[src/rtl/rom_pkg.sv]
// Shared widths and FSM state encoding for the ROM read initiator.
package rom_pkg;

  localparam int ROM_ADDR_W = 4;
  localparam int ROM_DATA_W = 4;

  typedef enum logic [1:0] {
    IDLE   = 2'd0,
    ACCESS = 2'd1,
    HOLD   = 2'd2,
    DONE   = 2'd3
  } state_t;

endpackage

[src/rtl/rom_reader_if.sv]
// ROM address/data bus plus the downstream valid/ready word stream.
// master = rom_reader side, slave = ROM bank and word consumer side.
interface rom_reader_if
  import rom_pkg::*;
#(
  parameter int ADDR_W = ROM_ADDR_W,
  parameter int DATA_W = ROM_DATA_W
) ();

  logic [ADDR_W-1:0] rom_addr;
  logic              rom_ce;
  logic [DATA_W-1:0] rom_data;
  logic [DATA_W-1:0] out_data;
  logic              out_valid;
  logic              out_ready;

  modport master (
    output rom_addr, rom_ce, out_data, out_valid,
    input  rom_data, out_ready
  );

  modport slave (
    input  rom_addr, rom_ce, out_data, out_valid,
    output rom_data, out_ready
  );

endinterface

[src/rtl/rom_addr_ctr.sv]
// Burst address generator: wrapping address counter plus remaining-word down-counter.
module rom_addr_ctr
  import rom_pkg::*;
#(
  parameter int ADDR_W = ROM_ADDR_W
) (
  input  logic              clk,
  input  logic              reset,
  input  logic              load,
  input  logic              step,
  input  logic [ADDR_W-1:0] base,
  input  logic [ADDR_W:0]   count,
  output logic [ADDR_W-1:0] addr,
  output logic              last
);

  localparam logic [ADDR_W-1:0] ADDR_ONE   = ADDR_W'(1);
  localparam logic [ADDR_W:0]   REMAIN_ONE = (ADDR_W + 1)'(1);

  logic [ADDR_W:0] remain;

  // Terminal count: the word currently held is the final one of the burst.
  assign last = (remain == REMAIN_ONE);

  always_ff @(posedge clk) begin
    if (reset) begin
      addr   <= '0;
      remain <= '0;
    end else if (load) begin
      addr   <= base;
      remain <= count;
    end else if (step) begin
      remain <= remain - REMAIN_ONE;
      // Address only advances when another word follows, so it stays on the last one read.
      if (!last) begin
        addr <= addr + ADDR_ONE;
      end
    end
  end

endmodule

[src/rtl/rom_reader.sv]
// Burst read initiator for the 16x4 ROM bank with valid/ready word output.
// Optional burst checksum enabled by defining ROM_READER_CHECKSUM_EN.
module rom_reader
  import rom_pkg::*;
#(
  parameter int ADDR_W      = ROM_ADDR_W,
  parameter int DATA_W      = ROM_DATA_W,
  parameter int WAIT_CYCLES = 1
) (
  input  logic              clk,
  input  logic              reset,
  input  logic              start,
  input  logic [ADDR_W-1:0] base,
  input  logic [ADDR_W:0]   count,
  output logic              busy,
  output logic              done,
  output logic [DATA_W-1:0] checksum,
  rom_reader_if.master      bus
);

  // state  | meaning
  // IDLE   | waiting for start; count latched on start
  // ACCESS | ROM enabled, counting down access time, then capture word
  // HOLD   | word presented downstream, waiting for out_ready
  // DONE   | one-cycle done pulse, then back to IDLE

  localparam logic [3:0] WAIT_INIT = 4'(WAIT_CYCLES);

  state_t            state;
  logic [3:0]        wait_cnt;
  logic              rom_ce_q;
  logic [DATA_W-1:0] out_data_q;
  logic              out_valid_q;
  logic              ctr_load;
  logic              ctr_step;
  logic [ADDR_W-1:0] addr;
  logic              last;

  assign ctr_load = (state == IDLE) && start;
  assign ctr_step = (state == HOLD) && out_valid_q && bus.out_ready;

  rom_addr_ctr #(.ADDR_W(ADDR_W)) u_ctr (
    .clk   (clk),
    .reset (reset),
    .load  (ctr_load),
    .step  (ctr_step),
    .base  (base),
    .count (count),
    .addr  (addr),
    .last  (last)
  );

  assign bus.rom_addr  = addr;
  assign bus.rom_ce    = rom_ce_q;
  assign bus.out_data  = out_data_q;
  assign bus.out_valid = out_valid_q;

  always_ff @(posedge clk) begin
    if (reset) begin
      state       <= IDLE;
      wait_cnt    <= '0;
      busy        <= 1'b0;
      done        <= 1'b0;
      rom_ce_q    <= 1'b0;
      out_data_q  <= '0;
      out_valid_q <= 1'b0;
    end else begin
      case (state)
        IDLE: begin
          done <= 1'b0;
          if (start) begin
            busy <= 1'b1;
            if (count == '0) begin
              state <= DONE;
              done  <= 1'b1;
            end else begin
              state    <= ACCESS;
              rom_ce_q <= 1'b1;
              wait_cnt <= WAIT_INIT;
            end
          end
        end
        ACCESS: begin
          if (wait_cnt != 4'd0) begin
            wait_cnt <= wait_cnt - 4'd1;
          end else begin
            // rom_data is only looked at here, while the ROM is enabled.
            out_data_q  <= bus.rom_data;
            out_valid_q <= 1'b1;
            rom_ce_q    <= 1'b0;
            state       <= HOLD;
          end
        end
        HOLD: begin
          if (out_valid_q && bus.out_ready) begin
            out_valid_q <= 1'b0;
            if (last) begin
              state <= DONE;
              done  <= 1'b1;
            end else begin
              state    <= ACCESS;
              rom_ce_q <= 1'b1;
              wait_cnt <= WAIT_INIT;
            end
          end
        end
        DONE: begin
          done  <= 1'b0;
          busy  <= 1'b0;
          state <= IDLE;
        end
        default: state <= IDLE;
      endcase
    end
  end

`ifdef ROM_READER_CHECKSUM_EN
  logic [DATA_W-1:0] csum;

  // Accumulates on the same edge the word is accepted, so it is final by the DONE cycle.
  always_ff @(posedge clk) begin
    if (reset) begin
      csum <= '0;
    end else if (ctr_load) begin
      csum <= '0;
    end else if (ctr_step) begin
      csum <= csum + out_data_q;
    end
  end

  assign checksum = csum;
`else
  assign checksum = '0;
`endif

endmodule
[src/flat_wrapper.sv]
// flat-port wrapper written by rule: the top's interface ports become plain ports
module rom_reader_flat import rom_pkg::*;
#(
  parameter int ADDR_W      = ROM_ADDR_W,
  parameter int DATA_W      = ROM_DATA_W,
  parameter int WAIT_CYCLES = 1
)
  (clk, reset, start, base, count, busy, done, checksum, bus_rom_addr, bus_rom_ce, bus_out_data, bus_out_valid, bus_rom_data, bus_out_ready);
  rom_reader_if #(.ADDR_W(ADDR_W), .DATA_W(DATA_W)) bus_i ();
  input  logic clk;
  input  logic reset;
  input  logic start;
  input  logic [ADDR_W-1:0] base;
  input  logic [ADDR_W:0] count;
  output logic busy;
  output logic done;
  output logic [DATA_W-1:0] checksum;
  output wire logic [$bits(bus_i.rom_addr)-1:0] bus_rom_addr;
  output wire logic [$bits(bus_i.rom_ce)-1:0] bus_rom_ce;
  output wire logic [$bits(bus_i.out_data)-1:0] bus_out_data;
  output wire logic [$bits(bus_i.out_valid)-1:0] bus_out_valid;
  input wire logic [$bits(bus_i.rom_data)-1:0] bus_rom_data;
  input wire logic [$bits(bus_i.out_ready)-1:0] bus_out_ready;
  assign bus_rom_addr = bus_i.rom_addr;
  assign bus_rom_ce = bus_i.rom_ce;
  assign bus_out_data = bus_i.out_data;
  assign bus_out_valid = bus_i.out_valid;
  assign bus_i.rom_data = bus_rom_data;
  assign bus_i.out_ready = bus_out_ready;
  rom_reader #(.ADDR_W(ADDR_W), .DATA_W(DATA_W), .WAIT_CYCLES(WAIT_CYCLES)) u_core (.clk(clk), .reset(reset), .start(start), .base(base), .count(count), .busy(busy), .done(done), .checksum(checksum), .bus(bus_i));
endmodule
[config.mk]
export PLATFORM = sky130hd
export DESIGN_NAME = rom_reader_flat
export DESIGN_NICKNAME = d
export VERILOG_FILES = /design/src/rtl/rom_pkg.sv /design/src/rtl/rom_reader_if.sv /design/src/rtl/rom_addr_ctr.sv /design/src/rtl/rom_reader.sv /design/src/flat_wrapper.sv
export SDC_FILE = /design/constraint.sdc
export NUM_CORES = 1
export LEC_CHECK = 0
export CAP_MARGIN = 25
export CORE_MARGIN = 8
export CORE_UTILIZATION = 35
export DETAILED_ROUTE_END_ITERATION = 12
export SYNTH_ARGS = -nofsm -noshare
export SYNTH_HDL_FRONTEND = slang
export SYNTH_SLANG_ARGS = --single-unit
[constraint.sdc]
create_clock -name clk -period 2.5 [get_ports clk]
set_input_delay 0.75 -clock clk [delete_from_list [all_inputs] [get_ports clk]]
set_output_delay 0.75 -clock clk [all_outputs]
set_load 0.02 [all_outputs]
== Word-level counts from Yosys, hierarchy flattened ==
Index checks and enable logic that the tools add are counted.
Storage, ports and cells
  bits of input ports: 17
  output and inout bits: 16
  flip-flop bits (word level): 23
  logic and storage cells: 78
Operators by class
  add/sub/neg operators: 3
  bitwise logic cells: 1
  eq/ne operators: 12
  mux-type cells: 33
  reductions and logical operators: 20
Operator list (number)
  $mux 4: 8
  $mux 1: 12
  $pmux 4 s3: 1
  $reduce_and 6->1: 2
  $mux 2: 5
  $mux 5: 2
  $ne 2x2->1 const B: 5
  $reduce_and 3->1: 3
  $pmux 2 s4: 1
  $ne 2x1->1 const B: 3
  $pmux 1 s3: 2
  $reduce_and 2->1: 3
  $reduce_bool 2->1: 3
  $reduce_bool 3->1: 2
  $eq 5x1->1 const B: 1
  $logic_not 5->1: 1
  $sub 5x1->5 const B: 1
  $add 4x1->4 const B: 1
  $eq 2x2->1 const B: 2
  $logic_and 1x1->1: 4
  $pmux 1 s2: 2
  $reduce_bool 4->1: 1
  $sub 4x1->4 const B: 1
  $eq 2x1->1 const B: 1
  2 further kinds: 2

== Longest topological paths before layout ==
  depth after elaboration: 5
  depth in mapped cells: 6
  depth with buffers taken out: 6

== Hierarchy ==
Synthesis repeated with hierarchy kept, for this count alone.
Second synthesis, totals
  cell total of the unflattened synthesis: 146
  area, all modules: 1300.0 sq um
Modules (own cells, without submodules)
  rom_reader: cells each 87, sequential area each 280.3 sq um, area an instance 772.0 sq um, times used 1
  rom_addr_ctr: cells each 59, sequential area each 180.2 sq um, area an instance 528.0 sq um, times used 1

== Worst setup path after synthesis ==
OpenSTA, ideal clock, no wires.
  path type: input -> register
  start: input bus_out_ready
  end: register u_core.u_ctr.remain[4]
  setup time: 0.070 ns
  buffers on the path: 0
  data arrival time: 1.644 ns
  stages on the path: 4
  required time: 2.430 ns
  slack: 0.786 ns
  cell sequence: nand4b_1 > nor4b_1 > mux2_2 > a21oi_1
On the way
  longest elaborated chain between the ends: 2
Ends and longest elaborated chain
  start, declared: RTL line flat_wrapper.sv:23  | input wire logic [$bits(bus_i.out_ready)-1:0] bus_out_ready;
  $logic_and 1x1->1: RTL line rom_reader.sv:40  | assign ctr_step = (state == HOLD) && out_valid_q && bus.out_ready;
  $reduce_bool 2->1 (no source line)
  end signal, assigned: RTL line rom_addr_ctr.sv:31  | remain <= count;
  end signal, assigned: RTL line rom_addr_ctr.sv:33  | remain <= remain - REMAIN_ONE;
  end, declared: RTL line rom_addr_ctr.sv:20  | logic [ADDR_W:0] remain;
No other way between the ends.
A chain may end at the register's enable or synchronous reset.

== Worst setup path after layout ==
  start: register u_core.out_valid_q (netlist: u_core.bus.out_valid)
  end: output bus_out_valid
RTL lines
  start, declared: RTL line rom_reader.sv:33  | logic out_valid_q;
  start signal, assigned: RTL line rom_reader.sv:66  | out_valid_q <= 1'b0;
  start signal, assigned: RTL line rom_reader.sv:89  | out_valid_q <= 1'b1;
  start signal, assigned: RTL line rom_reader.sv:96  | out_valid_q <= 1'b0;
  end, declared: RTL line flat_wrapper.sv:21  | output wire logic [$bits(bus_i.out_valid)-1:0] bus_out_valid;
No word-level cell between the ends.

==> results.json <==
{
  "setup_violations": 0,
  "postRouteAntennaNets": 0,
  "ys_ff_latch": 23,
  "leakage_nw": 0.5672,
  "clock-sinks": 23,
  "holdPathStages": 2,
  "first_global_vias": 1143,
  "intPower_mw": 0.7010,
  "fp.dieH_um": 75.82,
  "dieArea_um2": 5749,
  "gp_congestion": 0.7860,
  "layout-drive-gt1-share": 0.09040,
  "cts-resized-gates": 0,
  "wl_met2_um": 1458,
  "clockRootBuffer": "clkbuf_4",
  "syn-instance-count": 147,
  "drc": 0,
  "routedWlPerCell_um": 13.63,
  "cts_setup_buffers": 0,
  "path_max_fanout": 6,
  "syn_area_um2": 1252,
  "track_usage": 0.1108,
  "rows": 21,
  "maxSlewViolCount": 0,
  "grt_max_degree": 24,
  "hpwl_um": 2333,
  "cts_buffer_depth": 2,
  "cp_top_family": "buffers and inverters",
  "seqPwrFrac": 0.451,
  "met3_length_um": 154,
  "layout.nets": 200,
  "cp_slowest_cell": "clkdlybuf4s50_1",
  "clkTransAtPathRegs_ns": 0.13,
  "ys_seq_area_frac": 0.3676,
  "tns_ns": 0,
  "layout_commonest_cell": "clkdlybuf4s50_1",
  "pwr-share-clk": 0.160,
  "wirelength_um": 3040,
  "fillers": 331,
  "area_growth_pct": 27.37,
  "grt_first_pass_wirelength_um": 5064,
  "run_status": "finished clean",
  "drtIter0Drc": 54,
  "core_um2": 3390,
  "relSlewSlack": 0.6442,
  "fin_crit_sh": 0.8682,
  "die_w_um": 75.82,
  "dr.pass1.iters": 4,
  "cpPeakStageDelay_ns": 0.65,
  "synth_edf_count": 0,
  "crit_arrival_ns": 1.42,
  "cp_num_cells": 1,
  "cp.buffers_inverters": 1,
  "worst_pin_slew_ns": 0.5314,
  "most-common-layout-cells": "clkdlybuf4s50_1 (28), dfxtp_1 (23), nor2_1 (20)",
  "worstSetupPathType": "reg2out",
  "numCtsBuffers": 3,
  "fmax_mhz": 460.7,
  "placement.io_buffers": 28,
  "htreeDepth": 1,
  "worst_setup_path_end_kind": "output port",
  "cts_tree": "done",
  "switching_share": 0.3779,
  "power.density_nw_per_um2": 706.3,
  "worst_setup_path_start_kind": "register",
  "antenna_found_initial": 0,
  "async_flop_share": 0,
  "ys_warn_count": 0,
  "postCtsHoldBufs": 0,
  "vdd_drop_max_uv": 298.8,
  "combPwrFrac": 0.389,
  "start_util": 0.3695,
  "wl_met1_um": 1411,
  "grt_overflow": 0,
  "min_period_ns": 2.171,
  "maxCapViolCount": 0,
  "cp.required_ns": 1.75,
  "rsz0062_at_grt": "no",
  "reg2reg_depth": 4,
  "ioPinCount": 33,
  "synth_cell_types": 43,
  "p_switching_mw": 0.4258,
  "avgSynthCellArea_um2": 8.520,
  "hold_violations": 0,
  "clk_latency_ns": 0.31,
  "hp-class": "reg2reg",
  "crit_chain": "clkdlybuf4s50_1",
  "clock_skew_ns": 0.01166,
  "top_layer": "met4",
  "synth_flop_cell": "dfxtp_1",
  "fin_total_pwr_mw": 1.127,
  "diodes": 0,
  "via_count": 1137,
  "viasPerCell": 5.099
}
[Yosys cell counts, drive strengths merged, types with 2 or more instances]
| master | n | area [um^2] |
|---|---|---|
| a211oi | 4 | 30.03 |
| a21oi | 15 | 75.07 |
| a221oi | 3 | 26.28 |
| buf | 8 | 62.56 |
| clkbuf | 2 | 7.510 |
| dfxtp | 23 | 460.4 |
| ha | 5 | 62.56 |
| inv | 6 | 22.52 |
| nand2 | 10 | 37.54 |
| nand3 | 6 | 30.03 |
| nand3b | 2 | 15.01 |
| nand4b | 2 | 17.52 |
| nor2 | 21 | 81.33 |
| nor3 | 5 | 30.03 |
| nor3b | 3 | 37.54 |
| nor4b | 2 | 32.53 |
| o21ai | 5 | 25.02 |
| o21bai | 2 | 15.01 |
| o31ai | 2 | 15.01 |
| xnor2 | 3 | 26.28 |
[layer usage]
metal | vias up | global-route usage
met3 | 2 | 0.02368
met1 | 529 | 0.1372
met2 | 25 | 0.1854
met5 | - | 0
li1 | 581 | -
met4 | 0 | 0.03412
[final timing paths]
kind                                             start                      to  slack, ns
worst min register to register  u_core.bus.out_data[3]  u_core.bus.out_data[3]       0.46
worst min-delay path            u_core.bus.out_data[3]  u_core.bus.out_data[3]       0.46
worst max-delay path              u_core.bus.out_valid           bus_out_valid       0.33
worst max register to register         u_core.state[1]  u_core.u_ctr.remain[4]       0.72
[power groups by stage]
stage | combinational (mW) | clock [mW] | sequential (mW)
2_1_floorplan | 0.278 | 0 | 0.528
3_3_place_gp | 0.435 | 0 | 0.513
3_5_place_dp | 0.440 | 0 | 0.517
4_1_cts | 0.441 | 0.184 | 0.508
5_1_grt | 0.487 | 0.207 | 0.520
6_report | 0.438 | 0.180 | 0.508
[cell families (layout without fill, tap and decap cells)]
group                    Yosys count  count (layout)  synth area share
AO/OA/AOI/OAI                     40              40            0.2088
XOR/XNOR                           3               3           0.02098
adder cells (fa/ha/maj)            5               5           0.04995
buffers and inverters             16              43           0.07393
flip-flops                        23              23            0.3676
multiplexers                       1               1          0.008990
other                              1               4          0.002994
AND/OR/NAND/NOR                   58              58            0.2668
[per-stage QoR]
| step | instances | setup slack, ns | instance area, um^2 | hold WS (ns) | utilization |
|---|---|---|---|---|---|
| finish | 223 | 0.3295 | 1595 | 0.4614 | 0.4707 |
| global route | 223 | 0.2543 | 1595 | 0.4894 | 0.4707 |
| CTS | 223 | 0.3064 | 1595 | 0.4680 | 0.4707 |
| detailed placement | 219 | 0.1215 | 1569 | 0.4501 | 0.4629 |
| global placement | 219 | 0.1924 | 1569 | 0.4434 | 0.4629 |
| floorplan | 150 | 0.7857 | 1264 | 0.4626 | - |
[flip-flops by register name, summed over array words and instances, names as in the netlist]
register / cells
u_core.bus.out_data: 4
u_core.wait_cnt: 4
u_core.u_ctr.remain: 5
u_core.bus.rom_ce: 1
u_core.bus.out_valid: 1
u_core.state: 2
u_core.u_ctr.addr: 4
u_core.done: 1
u_core.busy: 1
[area by class of cell]
cell class,instances,area (um^2),share of cell area
Clock buffer,4,26.28,0.01647
Sequential cell,23,460.4,0.2886
Tap cell,46,57.56,0.03608
Inverter,6,22.52,0.01412
Multi-Input combinational cell,111,710.7,0.4455
Timing Repair Buffer,33,317.8,0.1992
Power figures use the tool's default switching activity.
==> RTL change 1, RTL diff (same settings) <==
Add a define of `ROM_READER_CHECKSUM_EN`.
--- a/src/rtl/rom_reader.sv
+++ b/src/rtl/rom_reader.sv
@@ -1,5 +1,7 @@
 // Burst read initiator for the 16x4 ROM bank with valid/ready word output.
 // Optional burst checksum enabled by defining ROM_READER_CHECKSUM_EN.
+`define ROM_READER_CHECKSUM_EN
+
 module rom_reader
   import rom_pkg::*;
 #(
Check against the original RTL: not equivalent (a bounded check fails within 10 cycles, from zero or initial values and one cycle with reset high).
==> RTL change 1 against the original RTL <==
Count of clock-buffer cells in the layout did not move. Area after synthesis increased by 23%. Final area rose by 29%. Critical path depth increased by 5. Cell count grew 24%. Sequential cell count increased by 4. Maximum frequency shrank 2.5%. Wire length increased by 28%. Setup slack worse by 0.055 ns. First-iteration DRC count decreased by 44%. Die area up 18%.
Power is not compared: it rests on default switching activity, and its combinational part moved more than twofold at a synthesized area within 25%.
==> RTL change 1: results (changes against the original RTL) <==
stage	metric	value	unit	change
outcome	status	finished clean		
worst_setup_path	CP startpoint	count[3]		
placed_design	Port Buf Inserts	32		+14%
synth	Commonest cells post-synth	dfxtp_1 (27), nor2_1 (19), a21oi_1 (14), nand2_1 (14), ha_1 (13)		
min_path	hold path startpoint	u_core.checksum[0]		
detailed_routing	routed len/inst	14.0	um	+3.0%
cts	clock root buffer	clkbuf_8		
synth	Synth Area in XOR/XNOR	0.0453		+0.0244
min_path	hold path endpoint	u_core.checksum[0]		
detailed_routing	routed vias/inst	5.08		-0.30%
detailed_routing	wl on met1	1880	um	+33%
worst_setup_path	Worst R2R Path Depth	6		+2
synth	Synth Area in Adders	0.118		+0.0683
grt	largest net degree at the start of global routing	23		-4.2%
layout	fraction of layout cells with a size suffix above 1	0.0938		+0.00335
layout	fin nets	256		+28%
detailed_routing	DR iter-0 viols	30		-44%
grt	first-pass GRT wire length	6470	um	+28%
min_path	Hold Crit Class	register to register		
synth	Distinct cells, synth	42		-2.3%
placed_design	Placed Area	2010	um2	+28%
layout	Layout Cells excl Fill	276		+24%
synth	Async SR Flop Fraction	0		unchanged
worst_setup_path	critical path class	input port to register		
detailed_routing	met2 wire length	1680	um	+15%
detailed_routing	Met3 Wirelength	273	um	+77%
synth	ranking of synthesized cells by area	dfxtp_1 (35%), ha_1 (11%), nor2_1 (4.6%)		
timing	skew final	0.00384	ns	-0.00782 ns
cts	Clock Latency Late Sink	0.27	ns	-0.04 ns
cts	CTS clk-pin slew, worst paths	0.09	ns	-0.04 ns
worst_setup_path	CP Max Fanout	7		+1
grt	number of global-route vias before repair	1385		+21%
synth	post-synthesis sequential area ratio	0.350		-0.0178
worst_setup_path	R2R Setup Slk	0.35	ns	-0.37 ns
synth	multiplexer area fraction after synthesis	0.0332		+0.0242
synth	Post-synth top flop	dfxtp_1		
worst_setup_path	Arr. time, crit path	2.44	ns	+1.02 ns
timing	Min Hold Slack	0.488	ns	+0.0262 ns
layout	Ant. Diodes	0		unchanged
synth	syn_area_per_cell	8.58	um2	+0.76%
power	VDD IR max	0.000421	V	
layout	area grow syn2layout	33.0	%	
placed_design	hpwl dp	3040	um	+30%
grt	met1 usage	0.153		+0.0162
worst_setup_path	Reg2Reg Capture Point	u_core.wait_cnt[2]		
placed_design	placed insts	272		+24%
layout	FILL cells	428		+29%
placed_design	routability cong.	0.765		-2.7%
timing	min Tclk post-route	2.23	ns	+0.0554 ns
detailed_routing	drc violations	0		unchanged
grt	met2 usage	0.198		+0.0128
min_path	hold path depth	2		unchanged
synth	Synth Area in Compound Gates	0.197		-0.0120
placed_design	Placement Setup Slack	-0.00398	ns	-0.126 ns
timing	worst slew pin tran	0.364	ns	-0.167 ns
grt	Overall Global Routing Usage	0.121		+0.0106
layout	max reg flops	5		unchanged
grt	met3 GRT Util	0.0303		+0.00662
RTL change 1: cell types whose count changed after synthesis, moves of 3 or more:
cell,delta
xnor2_1,+3
a221oi_1,-3
dfxtp_1,+4
inv_1,+5
mux2i_1,+4
o211ai_1,+3
nor3b_2,-3
or4_1,+3
buf_4,-4
ha_1,+8
nand2_1,+4
clkbuf_1,+3
a211oi_1,+5
RTL change 1: area by class of cell:
class                      count  area share
timing repair buffer          47       0.211
tap                           52      0.0317
multi-input combinational    135       0.452
clock buffer                   4      0.0219
sequential                    27       0.263
inverter                      11      0.0201
RTL change 1: worst max-delay path, cell delays in order:
cell	delay (ns)
clkdlybuf4s50_1	0.51
nor4_1	0.08
buf_4	0.14
a22o_1	0.29
or4_1	0.52
a21oi_1	0.15
RTL change 1: cells by family after synthesis:
kind of cell	after synthesis
AOI/OAI and AO/OA	45
xor gates and xnor gates	8
adders and majority gates	14
buffers and inverters	18
DFF	27
muxes	5
and+or+nand+nor	63
==> RTL change 2, RTL diff (config.mk and constraints unchanged) <==
Without the edit above. Encoding of `state_t`: now Gray code (2 bits for 4 states).
--- a/src/rtl/rom_pkg.sv
+++ b/src/rtl/rom_pkg.sv
@@ -5,10 +5,10 @@
   localparam int ROM_DATA_W = 4;
 
   typedef enum logic [1:0] {
-    IDLE   = 2'd0,
-    ACCESS = 2'd1,
-    HOLD   = 2'd2,
-    DONE   = 2'd3
+    IDLE   = 2'b00,
+    ACCESS = 2'b01,
+    HOLD   = 2'b11,
+    DONE   = 2'b10
   } state_t;
 
 endpackage
Formal check against the unedited RTL: same outputs for any inputs over 10 cycles, from zero or initial values and one cycle with reset high; not proved beyond that.
==> RTL change 2 against the original RTL <==
Total power fell by 8.6%. Maximum frequency grew 1.7%. Clock power fell by 4%. Area after synthesis decreased by 1.4%. Final area shrank 1.4%. First-iteration DRC count decreased by 9.3%. Critical endpoint unchanged. Wire length is 0.33% lower. Sequential share of layout area increased by 0.41 points. Count of clock-buffer cells in the layout is 1 lower. Critical path depth did not move. Sequential cell count did not move. Setup slack improved by 0.036 ns.
==> RTL change 2: results (changes against the original RTL) <==
stage	metric	value	unit	change
cts	CTS H-tree lvls	1		unchanged
grt	Overall Global Routing Usage	0.110		-0.000637
layout	fin nets	197		-1.5%
cts	CTS Buf Count	3		unchanged
detailed_routing	DR iter-0 viols	49		-9.3%
synth	Synth warnings	0		unchanged
power	VDD IR max	0.000331	V	+11%
layout	Most flops, register	u_core.u_ctr.remain		
worst_setup_path	Slowest-stage cell, CP	clkdlybuf4s50_1		
detailed_routing	via count	1164		+2.4%
cts	clock root buffer	clkbuf_4		
timing	skew final	0.00602	ns	-0.00565 ns
synth	Synth Area in Compound Gates	0.222		+0.0131
grt	initial antenna violation count	0		unchanged
cts	Clock Latency Late Sink	0.31	ns	about the same
placed_design	Port Buf Inserts	28		unchanged
layout	max reg flops	5		unchanged
detailed_routing	routed len/inst	13.8	um	+1.0%
cts	CTS clk-pin slew, worst paths	0.13	ns	about the same
layout	Ant. Diodes	0		unchanged
worst_setup_path	CP Max Fanout	6		unchanged
layout	FILL cells	359		+8.5%
power	Leakage	0.561	nW	-1.1%
synth	Post-synth EDFFs	0		unchanged
timing	total negative slack	0	ns	unchanged
synth	Async SR Flop Fraction	0		unchanged
worst_setup_path	Worst path top cell family by delay	buffers and inverters		
grt	first-pass GRT wire length	4950	um	-2.3%
layout	fraction of layout cells with a size suffix above 1	0.0805		-0.00994
detailed_routing	router iterations before antenna repair	4		unchanged
synth	Commonest cells post-synth	dfxtp_1 (23), nor2_1 (17), a21oi_1 (11), nand3_1 (11), nand2_1 (8)		
synth	post-synthesis sequential area ratio	0.373		+0.00521
cts	Post-CTS Setup Bufs	0		unchanged
worst_setup_path	Arr. time, crit path	1.38	ns	-0.04 ns
cts	Clock Tree Buf Depth	2		unchanged
outcome	status	finished clean		
synth	Post-synth top flop	dfxtp_1		
timing	worst rel slew slack	0.638		-0.00584
synth	Synth Area in Adders	0.0507		+0.000709
synth	multiplexer area fraction after synthesis	0		-0.00899
worst_setup_path	max incr delay on CP	0.64	ns	
placed_design	routability cong.	0.795		+1.1%
synth	ranking of synthesized cells by area	dfxtp_1 (37%), nor2_1 (5.2%), ha_1 (5.1%)		
placed_design	hpwl dp	2410	um	+3.1%
grt	largest net degree at the start of global routing	14		-42%
synth	Synth Area in XOR/XNOR	0.0213		+0.000298
cts	post_cts resized	0		unchanged
synth	Distinct cells, synth	45		+4.7%
min_path	Hold Crit Class	register to register		
grt	number of global-route vias before repair	1112		-2.7%
## RTL change 2: worst paths after layout
| kind | endpoint | slack (ns) | startpoint | depth (start not counted) |
|---|---|---|---|---|
| worst min-delay path | u_core.bus.out_data[3] | 0.47 | u_core.bus.out_data[3] | 2 |
| worst min register to register | u_core.bus.out_data[3] | 0.47 | u_core.bus.out_data[3] | 2 |
| worst max-delay path | bus_out_valid | 0.37 | u_core.bus.out_valid | 1 |
| worst max register to register | u_core.wait_cnt[3] | 0.67 | u_core.u_ctr.remain[0] | 5 |
## RTL change 2: per-stage QoR
step                      setup WS, ns   util  instances  power [mW]  area [um2]
after floorplan                  0.581      -        148       0.741        1250
after global placement          0.0925  0.459        216       0.860        1550
after detailed placement        0.0457  0.459        216       0.868        1550
after CTS                        0.342  0.468        220        1.04        1570
after global routing             0.265  0.468        220        1.11        1570
final                            0.365  0.468        220        1.03        1570
## RTL change 2: power by group
| part | leakage [nW] | internal (mW) | switching [mW] |
|---|---|---|---|
| Combinational | 0.355 | 0.177 | 0.203 |
| Sequential | 0.189 | 0.419 | 0.0574 |
| Clock | 0.0177 | 0.0598 | 0.113 |
| Total | 0.561 | 0.656 | 0.374 |
## RTL change 2: per-layer routing
metal,global-route usage,part of all wire
met5,0,0
met4,0.0128,0.0040
met3,0.0355,0.069
met2,0.208,0.50
met1,0.119,0.43
## RTL change 2: kinds of logic (layout without fill, tap and decap cells)
group                      after synthesis  in the layout
and+or+nand+nor                         57             57
other                                    1              4
DFF                                     23             23
adders and majority gates                5              5
AOI/OAI and AO/OA                       39             39
buffers and inverters                   17             43
xor gates and xnor gates                 3              3
## RTL change 2: cell type report
cell class | instances | area, um2 | share of cell area
clock buffers | 3 | 22.5 | 0.0143
clock inverters | 1 | 5.00 | 0.00318
inverters | 6 | 22.5 | 0.0143
multi-input cells | 108 | 687 | 0.437
flip-flops and latches | 23 | 460 | 0.293
well taps | 46 | 57.6 | 0.0366
repair buffers | 33 | 318 | 0.202
